`src/rtl/broad_phase_scheduler.sv`:
```
// broad_phase_scheduler: walks every object pair (i<j), AABB-tests it and issues overlapping pairs to Collide
// Ports:
//   clk, rst                                   clock; asynchronous active-low reset
//   start, abort                               scan control from the physics-step controller
//   obj_idx -> obj_active, obj_min_*, obj_max_* object store read port, data one cycle after address
//   np_start, np_A_nth, np_B_nth <- np_done     Collide job launch and completion
//   busy, scan_done, pairs_tested, pairs_hit    scan status and per-scan statistics
module broad_phase_scheduler #(
   parameter int N_OBJ = 8,
   parameter int W     = 19
) (
   input  logic         clk,
   input  logic         rst,
   input  logic         start,
   input  logic         abort,
   output logic [3:0]   obj_idx,
   input  logic         obj_active,
   input  logic [W-1:0] obj_min_x,
   input  logic [W-1:0] obj_min_y,
   input  logic [W-1:0] obj_max_x,
   input  logic [W-1:0] obj_max_y,
   output logic         np_start,
   output logic [3:0]   np_A_nth,
   output logic [3:0]   np_B_nth,
   input  logic         np_done,
   output logic         busy,
   output logic         scan_done,
   output logic [7:0]   pairs_tested,
   output logic [7:0]   pairs_hit
);
   typedef enum logic [3:0] {IDLE, FETCH_A, LATCH_A, FETCH_B, CMP, ISSUE, WAIT, NEXT, FIN} state_t;
   localparam logic [3:0] J_LAST = 4'(N_OBJ - 1);
   localparam logic [3:0] I_LAST = 4'(N_OBJ - 2);
   state_t state, nxt;
   logic [3:0] i, j, i_nxt, j_nxt;
   logic a_active, abort_pend, overlap;
   logic [W-1:0] a_min_x, a_min_y, a_max_x, a_max_y;
   // B box is consumed straight off the store read port during CMP
   assign overlap = a_active & obj_active
      & ($signed(a_min_x) <= $signed(obj_max_x)) & ($signed(obj_min_x) <= $signed(a_max_x))
      & ($signed(a_min_y) <= $signed(obj_max_y)) & ($signed(obj_min_y) <= $signed(a_max_y));
   always_comb begin
      nxt   = state;
      i_nxt = i;
      j_nxt = j;
      case (state)
         IDLE:    if (start) begin nxt = FETCH_A; i_nxt = 4'd0; j_nxt = 4'd1; end
         FETCH_A: nxt = LATCH_A;
         LATCH_A: nxt = CMP;
         FETCH_B: nxt = CMP;
         CMP:     nxt = overlap ? ISSUE : NEXT;
         ISSUE:   nxt = WAIT;
         WAIT:    if (np_done) nxt = (abort || abort_pend) ? IDLE : NEXT;
         NEXT:
            if (j < J_LAST) begin
               j_nxt = j + 4'd1;
               nxt   = FETCH_B;
            end else if (i < I_LAST) begin
               i_nxt = i + 4'd1;
               j_nxt = i + 4'd2;
               nxt   = FETCH_A;
            end else nxt = FIN;
         FIN:     nxt = IDLE;
         default: nxt = IDLE;
      endcase
      // an outstanding Collide job must finish before the scan can be dropped
      if (abort && state != WAIT) begin
         nxt   = IDLE;
         i_nxt = i;
         j_nxt = j;
      end
   end
   always_ff @(posedge clk or negedge rst)
      if (!rst) state <= IDLE;
      else state <= nxt;
   always_ff @(posedge clk or negedge rst)
      if (!rst) begin
         i            <= 4'd0;
         j            <= 4'd1;
         obj_idx      <= 4'd0;
         np_start     <= 1'b0;
         np_A_nth     <= 4'd0;
         np_B_nth     <= 4'd0;
         busy         <= 1'b0;
         scan_done    <= 1'b0;
         pairs_tested <= 8'd0;
         pairs_hit    <= 8'd0;
         abort_pend   <= 1'b0;
         a_active     <= 1'b0;
         a_min_x      <= '0;
         a_min_y      <= '0;
         a_max_x      <= '0;
         a_max_y      <= '0;
      end else begin
         i          <= i_nxt;
         j          <= j_nxt;
         // outputs are registered from the next state so they line up with it
         obj_idx    <= nxt == FETCH_A ? i_nxt : (nxt == LATCH_A || nxt == FETCH_B) ? j_nxt : obj_idx;
         np_start   <= nxt == ISSUE;
         busy       <= nxt != IDLE;
         scan_done  <= nxt == FIN;
         abort_pend <= state == WAIT && nxt == WAIT && (abort || abort_pend);
         if (nxt == ISSUE) begin
            np_A_nth  <= i;
            np_B_nth  <= j;
            pairs_hit <= pairs_hit + {7'd0, pairs_hit != 8'hFF};
         end
         if (state == LATCH_A) begin
            a_active <= obj_active;
            a_min_x  <= obj_min_x;
            a_min_y  <= obj_min_y;
            a_max_x  <= obj_max_x;
            a_max_y  <= obj_max_y;
         end
         if (state == CMP && nxt != IDLE) pairs_tested <= pairs_tested + {7'd0, pairs_tested != 8'hFF};
         if (state == IDLE && nxt == FETCH_A) begin
            pairs_tested <= 8'd0;
            pairs_hit    <= 8'd0;
         end
      end
endmodule

```
`config.mk`:
```
export PLATFORM = sky130hd
export DESIGN_NAME = broad_phase_scheduler
export DESIGN_NICKNAME = d
export VERILOG_FILES = /design/src/rtl/broad_phase_scheduler.sv
export SDC_FILE = /design/constraint.sdc
export NUM_CORES = 1
export LEC_CHECK = 0
export BUFFER_PORTS_ARGS = -buffer_cell sky130_fd_sc_hd__clkbuf_2
export CAP_MARGIN = 30
export CORE_MARGIN = 3
export CORE_UTILIZATION = 45
export DETAILED_ROUTE_END_ITERATION = 12
export PLACE_DENSITY_LB_ADDON = 0.2
export SLEW_MARGIN = 20
export SYNTH_ARGS = -nofsm -noshare
export SYNTH_HDL_FRONTEND = slang
export SYNTH_SLANG_ARGS = --single-unit
```
`constraint.sdc`:
```
create_clock -name clk -period 7.35 [get_ports clk]
set_input_delay 0.735 -clock clk [delete_from_list [all_inputs] [get_ports clk]]
set_output_delay 0.735 -clock clk [all_outputs]
set_load 0.02 [all_outputs]
```
==> results.py, run 1 <==
metrics = {
    "status": {
        "status": "finished, final reports clean",
    },
    "synthesis": {
        "synth_edf_count": 0,
        "avgSynthCellArea_um2": 9.91,
        "async_flop_share_pct": 100,
        "synth_cell_types": 58,
        "ys_seq_area_share_pct": 42.5,
        "synth_cells": 719,
        "ys.flop_type": "dfrtp_1",
        "ys_warn_count": 0,
        "syn_nets": 884,
        "synth_seq_cells": 121,
        "netlist_area_um2": 7120,
    },
    "clock_network": {
        "ctsResizeCount": 0,
        "post_cts_buffers": 0,
        "tritoncts": "done",
        "cts_hold_buffers": 0,
        "worstSkewPairLatency_ns": 0.42,
        "clk_path_buf_depth": 2,
        "cts_max_level": 4,
        "cts.sinks": 121,
        "path_clk_slew_ns": 0.05,
        "cts_root_buffer": "clkbuf_16",
        "cts_buffers": 17,
    },
    "timing": {
        "min_period_over_period_pct": 40.1,
        "finalMaxSlewViolations": 0,
        "rsz0062_at_grt": "false",
        "fmax_ghz": 0.340,
        "final.min_clock_period_ns": 2.95,
        "slew_headroom_pct": 34.7,
        "hold_violations": 0,
        "whs_ns": 0.368,
        "setup_tns_ns": 0,
        "clock_skew_ns": 0.0117,
        "setup_viol": 0,
        "worst_pin_slew_ns": 0.972,
    },
    "place": {
        "gp_congestion": 0.883,
        "dp.cells": 1022,
        "numPortBuffers": 112,
        "dpl.hpwl_um": 12100,
    },
    "route": {
        "drt_first_pass_iters": 5,
        "drtIter0Drc": 323,
        "drc": 0,
        "wl_per_cell_um": 15.2,
        "totalWireLength_um": 16100,
        "ant_nets": 0,
        "via_per_inst": 5.31,
        "vias": 5611,
    },
    "floorplanning": {
        "core-area_um2": 15400,
        "io-pin-count": 113,
        "start_util_pct": 46.3,
        "rows": 45,
        "dieArea_um2": 17400,
        "die-width_um": 132,
        "die_h_um": 132,
    },
    "global_route": {
        "grt_pass1_vias": 5927,
        "grt_usage_pct": 19.6,
        "antenna_found_initial": 1,
        "grt_pass1_wl_um": 28100,
        "grt.overflow.total": 0,
        "grt_start_max_net_pins": 74,
    },
    "worst_setup_path": {
        "critPathRequiredTime_ns": 7.64,
        "cp.arrival_ns": 3.24,
        "worstPathMaxFanout": 15,
        "path_class": "in2reg",
        "r2r_cells": 9,
        "endpoint_kind": "flip-flop",
        "worst_setup_path_start_kind": "input port",
    },
    "layout": {
        "nets": 997,
        "final_common_cell": "dfrtp_1",
        "final_cell_mix": "120 x dfrtp_1, 111 x clkbuf_2, 88 x inv_1, 83 x ha_1, 65 x o21ai_0",
        "antenna_cells": 0,
        "nFillCells": 1368,
        "drive_above_1_share_pct": 24.4,
        "layout.cells.non_filler": 1056,
        "area_delta_synth_final_pct": 18.8,
    },
    "power_and_ir_drop": {
        "power_uw": 2950,
        "p_leak_uw": 0.00419,
        "powerDensity_nw_per_um2": 349,
        "ir_drop_mv": 0.180,
    },
    "flow_run": {
        "cap_violations": 0,
    },
    "worst_hold_path": {
        "hold_class": "in2async",
    },
}
sequential cells by signal, indices dropped and copies added, names as in the netlist, 8 cells and up:
signal	count
pairs_hit	8
a_max_y	19
a_min_x	19
pairs_tested	8
a_min_y	19
a_max_x	19
Yosys cell counts, drive strengths merged (3+ instances only):
library cell	count	area, µm²
a21o	6	45.0
a2111oi	3	51.3
nor3	6	30.0
o21ai	70	354
nand3b	6	45.0
ha	83	1040
buf	9	55.1
o31ai	9	67.6
and3	5	31.3
nand2	62	233
inv	88	330
nand4	20	125
o211ai	5	42.5
a21oi	38	194
dfrtp	120	3000
a31oi	8	80.1
o21a	6	45.0
a211oi	6	45.0
nor2	29	109
clkbuf	14	52.6
nor2b	7	43.8
nor4	5	37.5
nand2b	5	31.3
nand3	19	95.1
and2	4	25.0
mux2	51	593
xnor2	3	26.3
or4	7	52.6
layer usage:
layer / vias to the layer above / track usage, % / wire (µm)
met4: 2 / 6.59 / 227
met3: 19 / 5.34 / 762
met1: 2696 / 24.5 / 7210
met2: 116 / 32.8 / 7850
met5: - / 0 / 13
li1: 2778 / - / -
final timing paths:
kind | slack (ns) | startpoint | to
setup / recovery | 4.40 | obj_max_x[8] | np_A_nth[0]
hold reg to reg | 0.50 | obj_idx[0] | obj_idx[0]
min in group clk | 0.50 | obj_idx[0] | obj_idx[0]
max in group asynchronous | 5.90 | rst | j[0]
hold / removal | 0.37 | rst | pairs_tested[4]
setup reg to reg | 4.46 | j[0] | pairs_hit[6]
critical path: stages:
cell and delay (ns):
clkbuf_2 0.09, inv_1 0.04, ha_1 0.30, a211oi_1 0.23, nor2_1 0.08, a2111oi_0 0.55, o211ai_1 0.15, nand3_1 0.18
a31oi_4 0.21, or2_4 0.37, mux2_4 0.31
cells by family after synthesis:
kind of cell / count (synthesis) / share of synthesized area [%]
buffers and inverters: 111 / 6.15
AO/OA/AOI/OAI: 167 / 15.0
AND/OR/NAND/NOR: 182 / 12.9
flip-flops: 121 / 42.5
adder cells (fa/ha/maj): 83 / 14.6
XOR/XNOR: 3 / 0.369
multiplexers: 52 / 8.47
layout make-up:
| cell class | count | area [µm²] | share of cell area [%] |
|---|---|---|---|
| clock inverters | 4 | 20.0 | 0.237 |
| clock buffers | 28 | 507 | 5.99 |
| inverters | 88 | 330 | 3.90 |
| well taps | 211 | 264 | 3.12 |
| flip-flops and latches | 121 | 3030 | 35.8 |
| repair buffers | 117 | 648 | 7.66 |
| multi-input cells | 487 | 3660 | 43.3 |
through the flow:
stage	worst slack [ns]	area (µm²)	util, %
floorplan	4.43	7120	-
finish	4.40	8460	55.0
global route	4.17	8460	55.0
CTS	3.97	8420	54.8
global placement	4.00	7860	51.2
detailed placement	3.98	7890	51.3
report_power, final:
group          internal (µW)  switching, µW  leakage, µW
Sequential               915            123      0.00153
Clock                    464            289     0.000262
Combinational            528            633      0.00240
No activity file was read; power rests on OpenSTA's default activity.
==> run 2, diff against run 1 <==
Clock period 7.35 ns to 2.4 ns, I/O delays scaled along.
==> results.py, run 2 (same netlist as run 1, synthesis figures left out) <==
metrics = {
    "global_route": {
        "grt_usage_pct": 20.1,
        "grt.overflow.total": 0,
        "grt_pass1_wl_um": 28900,
        "antenna_found_initial": 0,
        "grt_pass1_vias": 6232,
        "grt_start_max_net_pins": 77,
    },
    "timing": {
        "worst_slack_ns": -0.248,
        "final.min_clock_period_ns": 2.65,
        "slew_headroom_pct": 59.2,
        "fmax_ghz": 0.378,
        "hold_violations": 0,
        "rsz0062_at_grt": "true",
        "setup_viol": 17,
        "clock_skew_ns": 0.00903,
        "min_period_over_period_pct": 110,
        "finalMaxSlewViolations": 0,
        "worst_pin_slew_ns": 0.611,
        "setup_tns_ns": -3.44,
    },
    "route": {
        "totalWireLength_um": 17400,
        "via_per_inst": 5.27,
        "drt_first_pass_iters": 5,
        "vias": 5946,
        "drc": 0,
        "wl_per_cell_um": 15.4,
        "ant_nets": 0,
        "drtIter0Drc": 247,
    },
    "worst_setup_path": {
        "ff2ff_setup_slack_ns": -0.25,
        "crit_family": "simple AND/OR/NAND/NOR gates",
        "slowest_delay_ns": 0.34,
        "reg2reg_to": "np_B_nth[3]",
        "path_class": "reg2reg",
        "worst-path-buf-inv": 2,
        "cp.arrival_ns": 2.94,
        "path_cells": "inv_2 -> ha_4 -> nand4_1 -> buf_4 -> nor4_4 -> nand4_1 -> a31oi_4 -> a31oi_4 -> or2_4 -> mux2_4",
        "endpoint_kind": "flip-flop",
        "worst_setup_path_start_kind": "flip-flop",
        "critPathRequiredTime_ns": 2.69,
        "startpoint": "a_max_x[4]",
        "r2r_cells": 10,
        "worstPathMaxFanout": 6,
        "worst-path-stages": 10,
        "cp-endpoint": "np_B_nth[3]",
        "r2r_start": "a_max_x[4]",
        "slowest_stage": "dfrtp_1",
    },
    "flow_run": {
        "cap_violations": 0,
    },
    "floorplanning": {
        "rows": 45,
        "io-pin-count": 113,
        "core-area_um2": 15400,
        "die_h_um": 132,
        "start_util_pct": 46.3,
        "dieArea_um2": 17400,
        "die-width_um": 132,
    },
    "place": {
        "gp_congestion": 0.864,
        "placed_area_um2": 8390,
        "dp_slack_ns": -0.513,
        "dpl.hpwl_um": 12800,
        "numPortBuffers": 112,
    },
    "layout": {
        "final_cell_mix": "120 x dfrtp_1, 111 x clkbuf_2, 84 x inv_1, 74 x ha_1, 67 x buf_4",
        "drive_above_1_share_pct": 34.8,
        "nFillCells": 1334,
        "antenna_cells": 0,
        "final_area_um2": 9400,
        "final_common_cell": "dfrtp_1",
        "area_delta_synth_final_pct": 32.0,
        "nets": 1073,
        "final_util_pct": 61.2,
    },
    "worst_hold_path": {
        "hold_class": "in2reg",
    },
    "power_and_ir_drop": {
        "powerDensity_nw_per_um2": 1080,
        "ir_drop_mv": 0.653,
        "power_uw": 10200,
        "p_leak_uw": 0.00461,
    },
    "clock_network": {
        "clk_path_buf_depth": 2,
        "cts_root_buffer": "clkbuf_16",
        "cts.sinks": 121,
        "tritoncts": "done",
        "path_clk_slew_ns": 0.05,
        "cts_max_level": 4,
        "cts_buffers": 17,
        "worstSkewPairLatency_ns": 0.41,
    },
    "status": {
        "status": "complete, but fails checks",
        "violations": "negative setup slack",
    },
}
-- run 2: report_power, final --
| group | leakage (µW) | internal (µW) | switching (µW) |
|---|---|---|---|
| Combinational | 0.00281 | 2240 | 2260 |
| Clock | 0.000275 | 1610 | 856 |
| Sequential | 0.00153 | 2800 | 396 |
| Total | 0.00461 | 6660 | 3510 |
-- run 2: how the worst min path moves through the flow --
stage / from / to / slack (ns) / depth (start not counted)
5_1_grt: obj_max_x[14] / a_max_x[14] / 0.06 / 3
3_5_place_dp: rst / a_max_y[5] / 0.30 / 1
4_1_cts: obj_max_y[8] / a_max_y[8] / 0.04 / 3
2_1_floorplan: rst / a_active / -0.06 / 0
6_report: obj_max_x[15] / a_max_x[15] / 0.05 / 3
3_3_place_gp: rst / a_max_y[5] / 0.28 / 1
-- run 2: cell type report --
| class | count | area [µm²] | share of cell area, % |
|---|---|---|---|
| Multi-Input combinational cell | 489 | 3980 | 42.3 |
| Sequential cell | 121 | 3030 | 32.2 |
| Timing Repair Buffer | 191 | 1240 | 13.2 |
| Clock buffer | 25 | 495 | 5.27 |
| Inverter | 88 | 330 | 3.51 |
| Tap cell | 211 | 264 | 2.81 |
| Clock inverter | 3 | 65.1 | 0.692 |
-- run 2: routing by layer --
metal,GRT usage (%),part of all wire [%]
met4,6.65,1.8
met1,25.9,45
met5,0,0
met3,4.50,4.2
met2,33.7,49
-- run 2: per-stage QoR --
step                instances  hold WS, ns
global placement         1085        0.283
global route             1128       0.0580
CTS                      1124       0.0375
finish                   1128       0.0475
detailed placement       1085        0.298
floorplan                 719      -0.0556
-- run 2: worst reg2reg max path: cells and delay by family, from the launching register on --
family / cells / cell delay, ns
AO/OA/AOI/OAI: 2 / 0.44
adder cells (fa/ha/maj): 1 / 0.26
buffers and inverters: 2 / 0.23
flip-flops: 1 / 0.34
multiplexers: 1 / 0.31
AND/OR/NAND/NOR: 4 / 0.94
-- run 2: timing repair --
item / in CTS / in global routing
resized for setup: 40 / 22
pin swaps: 25 / 12
setup endpoints to repair: 22 / 23
buffers inserted: 9 / 3
hold buffers: 1 / 0
hold endpoints to repair: 39 / 0
gates cloned: 2 / 1
